==> config.mk <==
export PLATFORM = sky130hd
export DESIGN_NAME = countdown_timer_mn
export DESIGN_NICKNAME = d
export VERILOG_FILES = /design/src/rtl/countdown_pkg.sv /design/src/rtl/down_stage_mod.sv /design/src/rtl/countdown_timer_mn.sv
export SDC_FILE = /design/constraint.sdc
export NUM_CORES = 1
export LEC_CHECK = 0
export ABC_AREA = 1
export CAP_MARGIN = 20
export CORE_AREA = 4 4 54 56
export DETAILED_ROUTE_END_ITERATION = 8
export DIE_AREA = 0 0 58 60
export GPL_ROUTABILITY_DRIVEN = 0
export SLEW_MARGIN = 20
export SYNTH_ARGS = -nofsm -noshare
export SYNTH_HDL_FRONTEND = slang
export SYNTH_SLANG_ARGS = --single-unit
==> constraint.sdc <==
create_clock -name clk -period 4.6 [get_ports clk]
set_input_delay 0.69 -clock clk [delete_from_list [all_inputs] [get_ports clk]]
set_output_delay 0.69 -clock clk [all_outputs]
set_load 0.02 [all_outputs]
==> src/rtl/countdown_pkg.sv <==
// Shared types and helpers for the two-stage countdown timer.
// State encoding and a constant width function.
package countdown_pkg;

  typedef enum logic [1:0] {
    ST_IDLE  = 2'd0,
    ST_RUN   = 2'd1,
    ST_PAUSE = 2'd2,
    ST_DONE  = 2'd3
  } state_t;

  function automatic int clog2(input int v);
    int r;
    r = 0;
    for (int i = 0; i < 31; i++) begin
      if ((1 << r) < v) r = r + 1;
    end
    if (r == 0) r = 1;
    return r;
  endfunction

endpackage

==> src/rtl/down_stage_mod.sv <==
// One modulo-(MAX+1) down-counting stage.
// Clear beats load, load beats decrement.
import countdown_pkg::*;

module down_stage_mod #(
  parameter int MAX = 12,
  parameter int W   = clog2(MAX + 1)
) (
  input  logic         clk,
  input  logic         Reset_n,
  input  logic         clr,
  input  logic         load,
  input  logic [W-1:0] load_val,
  input  logic         dec,
  output logic [W-1:0] value,
  output logic         is_zero,
  output logic         wrap
);

  localparam logic [W-1:0] MAX_V = W'(MAX);

  logic [W-1:0] q;

  // Stage value: zero, preset, or one step down with wrap to MAX.
  always_ff @(posedge clk or negedge Reset_n) begin
    if (!Reset_n) begin
      q <= '0;
    end else if (clr) begin
      q <= '0;
    end else if (load) begin
      q <= load_val;
    end else if (dec) begin
      q <= is_zero ? MAX_V : q - 1'b1;
    end
  end

  assign value   = q;
  assign is_zero = (q == '0);
  assign wrap    = dec & is_zero & ~clr & ~load;

endmodule

==> src/rtl/countdown_timer_mn.sv <==
// Two-stage loadable countdown timer with IDLE/RUN/PAUSE/DONE FSM.
// Optional macro AUTO_RELOAD_EN reloads the saved preset on expiry.
import countdown_pkg::*;

module countdown_timer_mn #(
  parameter int M = 12,
  parameter int N = 5,
  localparam int WL = clog2(M + 1),
  localparam int WH = clog2(N + 1)
) (
  input  logic          clk,
  input  logic          Reset_n,
  input  logic          enable,
  input  logic          clear,
  input  logic          load,
  input  logic [WL-1:0] load_low,
  input  logic [WH-1:0] load_high,
  input  logic          start,
  input  logic          pause,
  output logic [WL-1:0] count_low,
  output logic [WH-1:0] count_high,
  output logic          borrow_low,
  output logic          done_pulse,
  output logic          expired,
  output logic          running,
  output logic [1:0]    state
);

  localparam logic [WL-1:0] M_V  = WL'(M);
  localparam logic [WH-1:0] N_V  = WH'(N);
  localparam logic [WL-1:0] ONE_L = WL'(1);

  state_t st, nxt;

  logic [WL-1:0] lo_val, pre_lo, cl_lo, ld_lo;
  logic [WH-1:0] hi_val, pre_hi, cl_hi, ld_hi;
  logic          lo_zero, hi_zero;
  logic          lo_wrap, hi_wrap;
  logic          both_zero, pre_zero;
  logic          ld_ok, ps_ok, st_ok;
  logic          dec_lo, expire, reload, cnt_load;
  logic          borrow_d, done_d;
  logic          br_q, dp_q;

  assign cl_lo = (load_low  > M_V) ? M_V : load_low;
  assign cl_hi = (load_high > N_V) ? N_V : load_high;

  assign both_zero = lo_zero & hi_zero;
  assign pre_zero  = (pre_lo == '0) & (pre_hi == '0);

  assign ld_ok = load & (st != ST_RUN) & ~clear;
  assign ps_ok = pause & (st == ST_RUN) & ~clear;
  assign st_ok = start & ~clear & ~ld_ok
               & ((st == ST_IDLE) | (st == ST_PAUSE));

  assign dec_lo = (st == ST_RUN) & enable & ~clear
                & ~pause & ~both_zero;
  assign expire = dec_lo & hi_zero & (lo_val == ONE_L);

`ifdef AUTO_RELOAD_EN
  assign reload = expire & ~pre_zero;
`else
  assign reload = 1'b0;
`endif

  assign cnt_load = ld_ok | reload;
  assign ld_lo    = reload ? pre_lo : cl_lo;
  assign ld_hi    = reload ? pre_hi : cl_hi;

  down_stage_mod #(.MAX(M), .W(WL)) u_low (
    .clk      (clk),
    .Reset_n  (Reset_n),
    .clr      (clear),
    .load     (cnt_load),
    .load_val (ld_lo),
    .dec      (dec_lo),
    .value    (lo_val),
    .is_zero  (lo_zero),
    .wrap     (lo_wrap)
  );

  down_stage_mod #(.MAX(N), .W(WH)) u_high (
    .clk      (clk),
    .Reset_n  (Reset_n),
    .clr      (clear),
    .load     (cnt_load),
    .load_val (ld_hi),
    .dec      (lo_wrap),
    .value    (hi_val),
    .is_zero  (hi_zero),
    .wrap     (hi_wrap)
  );

  assign borrow_d = lo_wrap & ~hi_wrap;
  assign done_d   = expire | (st_ok & both_zero);

  // Saved preset, captured whenever a load is accepted.
  always_ff @(posedge clk or negedge Reset_n) begin
    if (!Reset_n) begin
      pre_lo <= '0;
      pre_hi <= '0;
    end else if (ld_ok) begin
      pre_lo <= cl_lo;
      pre_hi <= cl_hi;
    end
  end

  // One-cycle borrow and expiry pulses.
  always_ff @(posedge clk or negedge Reset_n) begin
    if (!Reset_n) begin
      br_q <= 1'b0;
      dp_q <= 1'b0;
    end else begin
      br_q <= borrow_d;
      dp_q <= done_d;
    end
  end

  // FSM state register.
  always_ff @(posedge clk or negedge Reset_n) begin
    if (!Reset_n) st <= ST_IDLE;
    else          st <= nxt;
  end

  // Next state in control priority order.
  always_comb begin
    nxt = st;
    if (clear) begin
      nxt = ST_IDLE;
    end else if (ld_ok) begin
      nxt = (st == ST_DONE) ? ST_IDLE : st;
    end else if (ps_ok) begin
      nxt = ST_PAUSE;
    end else if (st_ok) begin
      nxt = both_zero ? ST_DONE : ST_RUN;
    end else if (expire & ~reload) begin
      nxt = ST_DONE;
    end
  end

  // Status outputs decoded from state.
  always_comb begin
    running = 1'b0;
    expired = 1'b0;
    unique case (st)
      ST_RUN:  running = 1'b1;
      ST_DONE: expired = 1'b1;
      default: ;
    endcase
  end

  assign count_low  = lo_val;
  assign count_high = hi_val;
  assign borrow_low = br_q;
  assign done_pulse = dp_q;
  assign state      = st;

endmodule

==> results of run 1 <==
-- synth_stat cells, types with 3 or more instances --
master / instances / area share
a21oi_1: 4 / 0.025
dfrtp_1: 11 / 0.34
inv_1: 18 / 0.083
inv_2: 3 / 0.014
nand2_1: 33 / 0.15
nand2_2: 4 / 0.031
nand3_1: 12 / 0.074
nand4_1: 4 / 0.031
nor2_1: 9 / 0.041
o21ai_0: 7 / 0.043
o21ai_1: 3 / 0.018
-- final cells by class --
type | instances | share of cell area
multi-input cells | 88 | 0.398
flip-flops and latches | 11 | 0.244
repair buffers | 26 | 0.231
inverters | 21 | 0.0699
well taps | 30 | 0.0333
clock buffers | 4 | 0.0233
-- cell families after synthesis --
family | synth area share
buf+inv | 0.111
compound gates | 0.0998
fa+ha+maj | 0.0307
flops | 0.338
simple gates | 0.421
-- power by group through the flow --
stage / clock, W / sequential (W) / combinational, W
finish: 0.0000669 / 0.000135 / 0.000196
global route: 0.0000757 / 0.000139 / 0.000215
CTS: 0.0000694 / 0.000135 / 0.000198
detailed placement: 0 / 0.000137 / 0.000197
global placement: 0 / 0.000137 / 0.000195
floorplan: 0 / 0.000156 / 0.000102
-- layout by cell type, fill, tap and decap left out, types with 3 or more instances in the layout --
| master | Yosys | routed |
|---|---|---|
| nand2_1 | 33 | 33 |
| clkdlybuf4s50_1 | 0 | 26 |
| inv_1 | 18 | 18 |
| nand3_1 | 12 | 12 |
| dfrtp_1 | 11 | 11 |
| nor2_1 | 9 | 9 |
| o21ai_0 | 7 | 7 |
| nand2_2 | 4 | 4 |
| nand4_1 | 4 | 4 |
| a21oi_1 | 4 | 4 |
| inv_2 | 3 | 3 |
| o21ai_1 | 3 | 3 |
| clkbuf_4 | 0 | 3 |
-- layer usage --
metal | vias up | global-route usage | routed length, um
met4 | 0 | 0.0596 | 36
li1 | 441 | - | -
met2 | 30 | 0.211 | 931
met3 | 4 | 0.0389 | 208
met5 | - | 0 | 0
met1 | 389 | 0.139 | 762
-- worst max-delay path, cell delays in order (launching register included) --
cell and delay [ns]:
dfrtp_1 0.45, nand2_1 0.07, inv_1 0.07, clkdlybuf4s50_1 0.60
-- state kept, by name, summed over array words and instances, names as in the netlist --
| signal | count |
|---|---|
| borrow_low | 1 |
| done_pulse | 1 |
| state | 2 |
| u_high.value | 3 |
| u_low.value | 4 |
-- per-stage QoR --
stage | util | std cells
floorplan | - | 121
global placement | 0.453 | 176
global route | 0.463 | 180
finish | 0.463 | 180
CTS | 0.463 | 180
detailed placement | 0.453 | 176
-- worst paths after layout --
path	from	endpoint	slack, ns	cells past startpoint
min in group asynchronous	Reset_n	u_low.value[3]	0.77	1
max in group asynchronous	Reset_n	borrow_low	3.46	1
setup / recovery	state[0]	expired	2.45	3
hold reg to reg	u_low.value[2]	u_low.value[2]	0.56	2
hold / removal	u_low.value[2]	u_low.value[2]	0.56	2
setup reg to reg	u_low.value[0]	u_high.value[2]	2.91	11
==> out/metrics.csv, run 1 <==
stage;metric;value;unit
clock_network;clk_pin_slew;0.08;ns
synth;synth_seq_area_share;0.338;
setup_path;required;3.91;ns
sta;tightest_slew;0.547;ns
sta;layout_min_cycle_time;2.15;ns
floorplanning;core_area;2430;sq um
synth;syn_area;815;sq um
sta;slew_violations;0;
synth;syn_inst;121;
sta;final-hold-violation-count;0;
setup_path;path_max_fanout;7;
setup_path;crit_type;register to output pin;
pwr;p_sw_frac;0.416;
placement;dp_slack;2.28;ns
placement;hpwl;1.57;mm
grt;grt_pass1_wl;3.27;mm
clock_network;hold_buffers;0;
sta;rsz0062_at_grt;false;
floorplanning;die_h;60;um
sta;fin_crit_sh;0.466;
detailed_routing;firstDrtPassIters;4;
floorplanning;io_pins;27;
pwr;pwr-share-seq;0.339;
status;outcome;completed;
clock_network;cts-buffers-inserted;3;
placement;placed_area;1100;sq um
sta;setup_viol;0;
sta;fin_ws;2.45;ns
detailed_routing;wl;1.94;mm
clock_network;cts_tree;done;
grt;grt_max_degree;12;
grt;antenna_found_initial;0;
setup_path;crit_arrival;1.46;ns
clock_network;cts_resized;0;
pwr;clockPowerShare;0.168;
synth;yosys_warnings;0;
synth;synth-async-reset-ratio;1.00;
layout;area_delta_synth_final;38.4;%
layout;final_layout_size_suffix_gt1_frac;0.120;
pwr;p_leak;0.571;nW
sta;clock.fmax;0.466;GHz
clock_network;htree_levels;1;
layout;final_nets;167;
detailed_routing;vias;864;
floorplanning;rows;18;
setup_path;cp-start-kind;register;
clock_network;clockBufferDepth;2;
layout;diodes;0;
hold_path;min_path_type;register to register;
placement;port_buffers;26;
pwr;vdd_drop_max;0.169;mV
detailed_routing;first_iter_violations;20;
sta;fin_skew;0.00617;ns
setup_path;cp-end-kind;output pin;
clock_network;cts_setup_buffers;0;
pwr;p_sw;0.000165;W
pwr;cellPowerDensity;353;nW/um^2
detailed_routing;wire_per_inst;10.8;um
layout;regArea;275;sq um
sta;finalSetupTns;0;ns
clock_network;clockRootBuffer;clkbuf_4;
synth;ys_seq_elements;11;
grt;grt_pass1_vias;776;
grt;gr-total-overflow;0;
synth;syn_area_per_cell;6.73;sq um
pwr;power;0.000398;W
synth;synth_cell_types;21;
pwr;internal_power;0.000232;W
synth;synth_nets;137;
detailed_routing;ant_nets;0;
clock_network;cts.sinks;11;
floorplanning;initial_core_util;0.335;
flow_run;cap_violations;0;
layout;multi_input_area;449;sq um
clock_network;clock_latency;0.27;ns
detailed_routing;drcViolationCount;0;
grt;track_usage;0.124;
pwr;combPwrFrac;0.492;
floorplanning;dieWidth;58;um
detailed_routing;viasPerCell;4.80;
layout;final_design_area_no_fill;1130;sq um
synth;synth_edf_count;0;
synth;ys.flop_type;dfrtp_1;
sta;maxSlewHeadroom;0.634;
floorplanning;die_area;3480;sq um
sta;fin_hold_ws;0.563;ns
layout;fill_cells;254;
Power figures use the tool's default switching activity.
==> run 2: changes to the inputs <==
==> constraint.sdc (replaced) <==
create_clock -name clk -period 2.1 [get_ports clk]
set_input_delay 0.315 -clock clk [delete_from_list [all_inputs] [get_ports clk]]
set_output_delay 0.315 -clock clk [all_outputs]
set_load 0.02 [all_outputs]
==> run 2 against run 1 <==
  * Sequential share of layout area down 0.16 points
  * Register-to-register slack got worse by 2.5 ns
  * Largest power group unchanged
  * Sequential power grew 120%
  * Critical path type unchanged
  * First-iteration DRC count is 20% lower
==> out/metrics.csv, run 2 (same netlist as run 1, synthesis figures left out) <==
stage;metric;value;unit;change
pwr;combPwrFrac;0.493;;about the same
sta;maxSlewHeadroom;0.649;;+0.0150
sta;clock.fmax;0.567;GHz;
grt;grt_max_degree;12;;unchanged
setup_path;crit_type;register to output pin;;
placement;hpwl;1.60;mm;+1.9%
floorplanning;core_area;2430;sq um;unchanged
pwr;p_sw;0.000368;W;+120%
setup_path;cp-end-kind;output pin;;
floorplanning;die_h;60;um;unchanged
layout;final_design_area_no_fill;1130;sq um;+0.67%
clock_network;cts_tree;done;;
placement;port_buffers;26;;unchanged
clock_network;cts-buffers-inserted;3;;unchanged
layout;final_cell_mix;33 x nand2_1, 26 x clkdlybuf4s50_1, 18 x inv_1, 12 x nand3_1, 11 x dfrtp_1;;
sta;final-hold-violation-count;0;;unchanged
floorplanning;die_area;3480;sq um;unchanged
pwr;pwr-share-seq;0.336;;-0.003
clock_network;htree_levels;1;;unchanged
sta;fin_crit_sh;0.839;;
setup_path;path_max_fanout;7;;unchanged
sta;slew_violations;0;;unchanged
floorplanning;io_pins;27;;unchanged
setup_path;required;1.78;ns;-2.13 ns
setup_path;max_stage_delay;0.60;ns;about the same
pwr;internal_power;0.000511;W;+120%
grt;gr-total-overflow;0;;unchanged
layout;final_common_cell;nand2_1;;
floorplanning;dieWidth;58;um;unchanged
pwr;clockPowerShare;0.171;;+0.003
grt;grt_pass1_vias;845;;+8.9%
clock_network;clock_latency;0.27;ns;about the same
detailed_routing;firstDrtPassIters;4;;unchanged
setup_path;cp-start-kind;register;;
setup_path;critical-path-top-delay-family;buffers and inverters;;
hold_path;min_path_type;primary input to asynchronous set/reset pin;;
sta;tightest_slew;0.525;ns;-0.0224 ns
layout;area_delta_synth_final;39.3;%;
setup_path;path_buf_inv;2;;unchanged
pwr;vdd_drop_max;0.344;mV;+100%
setup_path;crit_arrival;1.45;ns;about the same
setup_path;worstPathCellList;nand2_1 -> inv_1 -> clkdlybuf4s50_1;;
clock_network;clockRootBuffer;clkbuf_4;;
clock_network;cts_setup_buffers;0;;unchanged
sta;fin_skew;0.00639;ns;+0.000217 ns
layout;diodes;0;;unchanged
layout;largest_register_ffs;4;;unchanged
sta;finalSetupTns;0;ns;unchanged
detailed_routing;drcViolationCount;0;;unchanged
detailed_routing;ant_nets;0;;unchanged
clock_network;cts.sinks;11;;unchanged
sta;rsz0062_at_grt;false;;
pwr;p_leak;0.576;nW;+0.84%
sta;fin_hold_ws;0.383;ns;-0.180 ns
layout;final_nets;168;;+0.60%
detailed_routing;wire_per_inst;10.9;um;+1.5%
placement;placed_area;1110;sq um;+0.68%
detailed_routing;first_iter_violations;16;;-20%
detailed_routing;viasPerCell;4.62;;-3.7%
detailed_routing;vias;837;;-3.1%
grt;track_usage;0.129;;+0.00498
pwr;cellPowerDensity;774;nW/um^2;+120%
clock_network;cts_resized;0;;unchanged
clock_network;clk_pin_slew;0.08;ns;about the same
grt;grt_pass1_wl;3.44;mm;+5.1%
flow_run;cap_violations;0;;unchanged
sta;fin_ws;0.338;ns;-2.12 ns
setup_path;slowest_stage;clkdlybuf4s50_1;;
status;outcome;completed;;
clock_network;clockBufferDepth;2;;unchanged
grt;antenna_found_initial;0;;unchanged
sta;setup_viol;0;;unchanged
layout;final_layout_size_suffix_gt1_frac;0.126;;+0.00583
floorplanning;initial_core_util;0.335;;unchanged
placement;dp_slack;0.378;ns;-1.90 ns
floorplanning;rows;18;;unchanged
pwr;p_sw_frac;0.419;;+0.00273
clock_network;hold_buffers;0;;unchanged
layout;fill_cells;261;;+2.8%
detailed_routing;wl;1.98;mm;+2.1%
sta;layout_min_cycle_time;1.76;ns;
==> run 2: changes by cell type in the layout (fill, tap and decap cells not counted) <==
| cell | previous run | this run |
|---|---|---|
| buf_4 | 0 | 1 |
==> run 2: stage by stage <==
stage | total power (W) | cells | utilization
after floorplan | 0.000565 | 121 | -
after global placement | 0.000729 | 177 | 0.456
after detailed placement | 0.000731 | 177 | 0.456
after CTS | 0.000886 | 181 | 0.467
after global routing | 0.000949 | 181 | 0.467
final | 0.000878 | 181 | 0.467
==> run 2: final timing paths <==
path / startpoint / endpoint / slack [ns] / depth (start not counted)
min reg2reg: u_high.value[2] / u_high.value[2] / 0.58 / 2
min: Reset_n / done_pulse / 0.38 / 1
min in group clk: u_high.value[2] / u_high.value[2] / 0.58 / 2
max reg2reg: u_low.value[0] / u_high.value[0] / 0.43 / 11
max: state[0] / expired / 0.34 / 3
max in group asynchronous: Reset_n / state[0] / 1.36 / 1
==> run 2: power groups by stage <==
stage          Combinational [W]  Clock (W)  Sequential, W
2_1_floorplan           0.000224          0       0.000341
3_3_place_gp            0.000429          0       0.000300
3_5_place_dp            0.000431          0       0.000301
4_1_cts                 0.000437   0.000152       0.000296
5_1_grt                 0.000483   0.000164       0.000302
6_report                0.000433   0.000150       0.000295
==> run 2: routing by layer <==
metal	part of all wire	global-route usage
met5	0	0
met4	0.0071	0.0497
met3	0.064	0.0259
met2	0.49	0.237
met1	0.43	0.145
==> run 2: layout make-up <==
| cell class | instances | area (sq um) | share of cell area |
|---|---|---|---|
| tap | 30 | 37.5 | 0.0331 |
| timing repair buffer | 27 | 268 | 0.236 |
| inverter | 21 | 78.8 | 0.0695 |
| sequential | 11 | 275 | 0.243 |
| clock buffer | 4 | 26.3 | 0.0232 |
| multi-input combinational | 88 | 449 | 0.396 |
==> run 2: worst reg2reg max path, stage by stage (launching register included) <==
cell and delay (ns):
dfrtp_1 0.42, inv_1 0.13, ha_1 0.18, nand2_1 0.10, nor2_4 0.15, nand2_1 0.14, nand2_2 0.11, inv_1 0.05
nand2_2 0.09, nand2_2 0.07, nand2_1 0.06, nand2_1 0.05
==> run 3: changes to the inputs <==
==> constraint.sdc (replaced) <==
create_clock -name clk -period 1.8 [get_ports clk]
set_input_delay 0.27 -clock clk [delete_from_list [all_inputs] [get_ports clk]]
set_output_delay 0.27 -clock clk [all_outputs]
set_load 0.02 [all_outputs]
==> run 3 against run 2 <==
  * Non-clock buffer count increased by 2
  * Hold slack lost 0.041 ns
  * Clock power rose by 15%
  * Combinational power grew 21%
  * Die area is the same
  * Via count is 3.6% higher
  * Utilization rose by 0.72 points
  * Worst setup slack worse by 0.26 ns
  * Count of clock-buffer cells in the layout did not move
  * Routed wire length rose by 5.1%
  * Flip-flop and latch count did not move
  * Sequential power up 17%
  * Critical endpoint unchanged
==> out/metrics.csv, run 3 (same netlist as run 1, synthesis figures left out) <==
stage;metric;value;unit;change
hold_path;min_path_type;primary input to asynchronous set/reset pin;;
setup_path;worstPathCellList;nand2_1 -> inv_1 -> clkdlybuf4s50_1;;
sta;rsz0062_at_grt;false;;
layout;fill_cells;251;;-3.8%
detailed_routing;viasPerCell;4.74;;+2.5%
floorplanning;initial_core_util;0.335;;unchanged
floorplanning;io_pins;27;;unchanged
setup_path;crit_type;register to output pin;;
setup_path;slowest_stage;clkdlybuf4s50_1;;
layout;area_delta_synth_final;41.5;%;
pwr;vdd_drop_max;0.384;mV;+11%
detailed_routing;wl;2.08;mm;+5.1%
layout;final_nets;170;;+1.2%
sta;setup_viol;0;;unchanged
grt;grt_pass1_wl;3.39;mm;-1.2%
sta;fin_skew;0.00561;ns;-0.000777 ns
layout;largest_register_ffs;4;;unchanged
placement;port_buffers;26;;unchanged
sta;maxSlewHeadroom;0.647;;-0.00199
grt;grt_max_degree;12;;unchanged
setup_path;path_max_fanout;7;;unchanged
detailed_routing;first_iter_violations;40;;+24
grt;antenna_found_initial;0;;unchanged
setup_path;rr_worst_depth;11;;unchanged
setup_path;cp-start-kind;register;;
pwr;cellPowerDensity;904;nW/um^2;+17%
layout;final_common_cell;nand2_1;;
sta;final-hold-violation-count;0;;unchanged
detailed_routing;ant_nets;0;;unchanged
layout;final_layout_size_suffix_gt1_frac;0.144;;+0.0180
pwr;p_leak;0.601;nW;+4.3%
floorplanning;dieWidth;58;um;unchanged
grt;top_usage_layer;met2;;
flow_run;cap_violations;0;;unchanged
clock_network;cts.sinks;11;;unchanged
grt;met2_usage;0.206;;-0.0306
floorplanning;die_area;3480;sq um;unchanged
clock_network;clockRootBuffer;clkbuf_4;;
grt;grt.met1_usage;0.165;;+0.0206
clock_network;cts-buffers-inserted;3;;unchanged
layout;regArea;275;sq um;unchanged
clock_network;hold_buffers;0;;unchanged
grt;track_usage;0.128;;-0.000569
detailed_routing;firstDrtPassIters;4;;unchanged
grt;gr-total-overflow;0;;unchanged
setup_path;max_stage_delay;0.60;ns;about the same
detailed_routing;vias;867;;+3.6%
grt;grt_pass1_vias;785;;-7.1%
setup_path;required;1.53;ns;-0.25 ns
sta;layout_min_cycle_time;1.72;ns;
sta;tightest_slew;0.528;ns;+0.00298 ns
clock_network;htree_levels;1;;unchanged
layout;final_cell_mix;33 x nand2_1, 25 x clkdlybuf4s50_1, 17 x inv_1, 12 x nand3_1, 11 x dfrtp_1;;
layout;final_core_util;0.474;;+0.00720
setup_path;cp-end-kind;output pin;;
placement;hpwl;1.65;mm;+3.0%
layout;diodes;0;;unchanged
floorplanning;core_area;2430;sq um;unchanged
sta;clock.fmax;0.581;GHz;
clock_network;cts_tree;done;;
sta;slew_violations;0;;unchanged
detailed_routing;wire_per_inst;11.4;um;+4.0%
clock_network;clk_pin_slew;0.08;ns;about the same
status;outcome;completed;;
setup_path;crit_arrival;1.45;ns;about the same
sta;fin_crit_sh;0.957;;
floorplanning;die_h;60;um;unchanged
clock_network;clockBufferDepth;2;;unchanged
floorplanning;rows;18;;unchanged
grt;use_met3;0.0238;;-0.00216
layout;multi_input_area;449;sq um;unchanged
sta;finalSetupTns;0;ns;unchanged
clock_network;clock_latency;0.27;ns;about the same
detailed_routing;drcViolationCount;0;;unchanged
## run 3: per-stage QoR
step                      instances  power (W)  instance area [sq um]  hold slack [ns]  worst slack (ns)
after floorplan                 121   0.000660                    815          -0.0256             0.225
after global routing            183    0.00113                   1150            0.391           0.00921
after detailed placement        179   0.000873                   1120            0.537             0.144
after CTS                       183    0.00105                   1150            0.365            0.0654
after global placement          179   0.000871                   1120            0.537             0.174
final                           183    0.00104                   1150            0.342            0.0780
## run 3: worst paths after layout
| path | from | endpoint | slack [ns] |
|---|---|---|---|
| max in group asynchronous | Reset_n | u_high.value[2] | 1.10 |
| min in group clk | u_low.value[2] | u_low.value[2] | 0.56 |
| hold / removal | Reset_n | u_low.value[2] | 0.34 |
| setup / recovery | state[0] | expired | 0.08 |
| hold reg to reg | u_low.value[2] | u_low.value[2] | 0.56 |
| setup reg to reg | u_low.value[1] | u_high.value[2] | 0.21 |
## run 3: cell type report
| class | count | share of cell area |
|---|---|---|
| timing repair buffer | 29 | 0.248 |
| sequential | 11 | 0.239 |
| inverter | 21 | 0.0684 |
| clock buffer | 4 | 0.0228 |
| tap | 30 | 0.0326 |
| multi-input combinational | 88 | 0.390 |
## run 3: worst max-delay path: cells and delay by family, from the launching register on
family	cells	cell delay (ns)
flops	1	0.44
buf+inv	2	0.68
simple gates	1	0.07
## run 3: repair_timing
item	in CTS	in global routing
setup endpoints to repair	0	2
gates resized for setup	0	2
setup buffers	0	0
## run 3: routing by layer
| layer | up-vias | part of all wire |
|---|---|---|
| met2 | 25 | 0.47 |
| li1 | 450 | - |
| met1 | 390 | 0.46 |
| met3 | 2 | 0.064 |
| met4 | 0 | 0.0082 |
| met5 | - | 0 |
## run 3: power breakdown
part / internal [W] / switching (W)
Combinational: 0.000233 / 0.000291
Clock: 0.0000857 / 0.0000873
Sequential: 0.000292 / 0.0000531
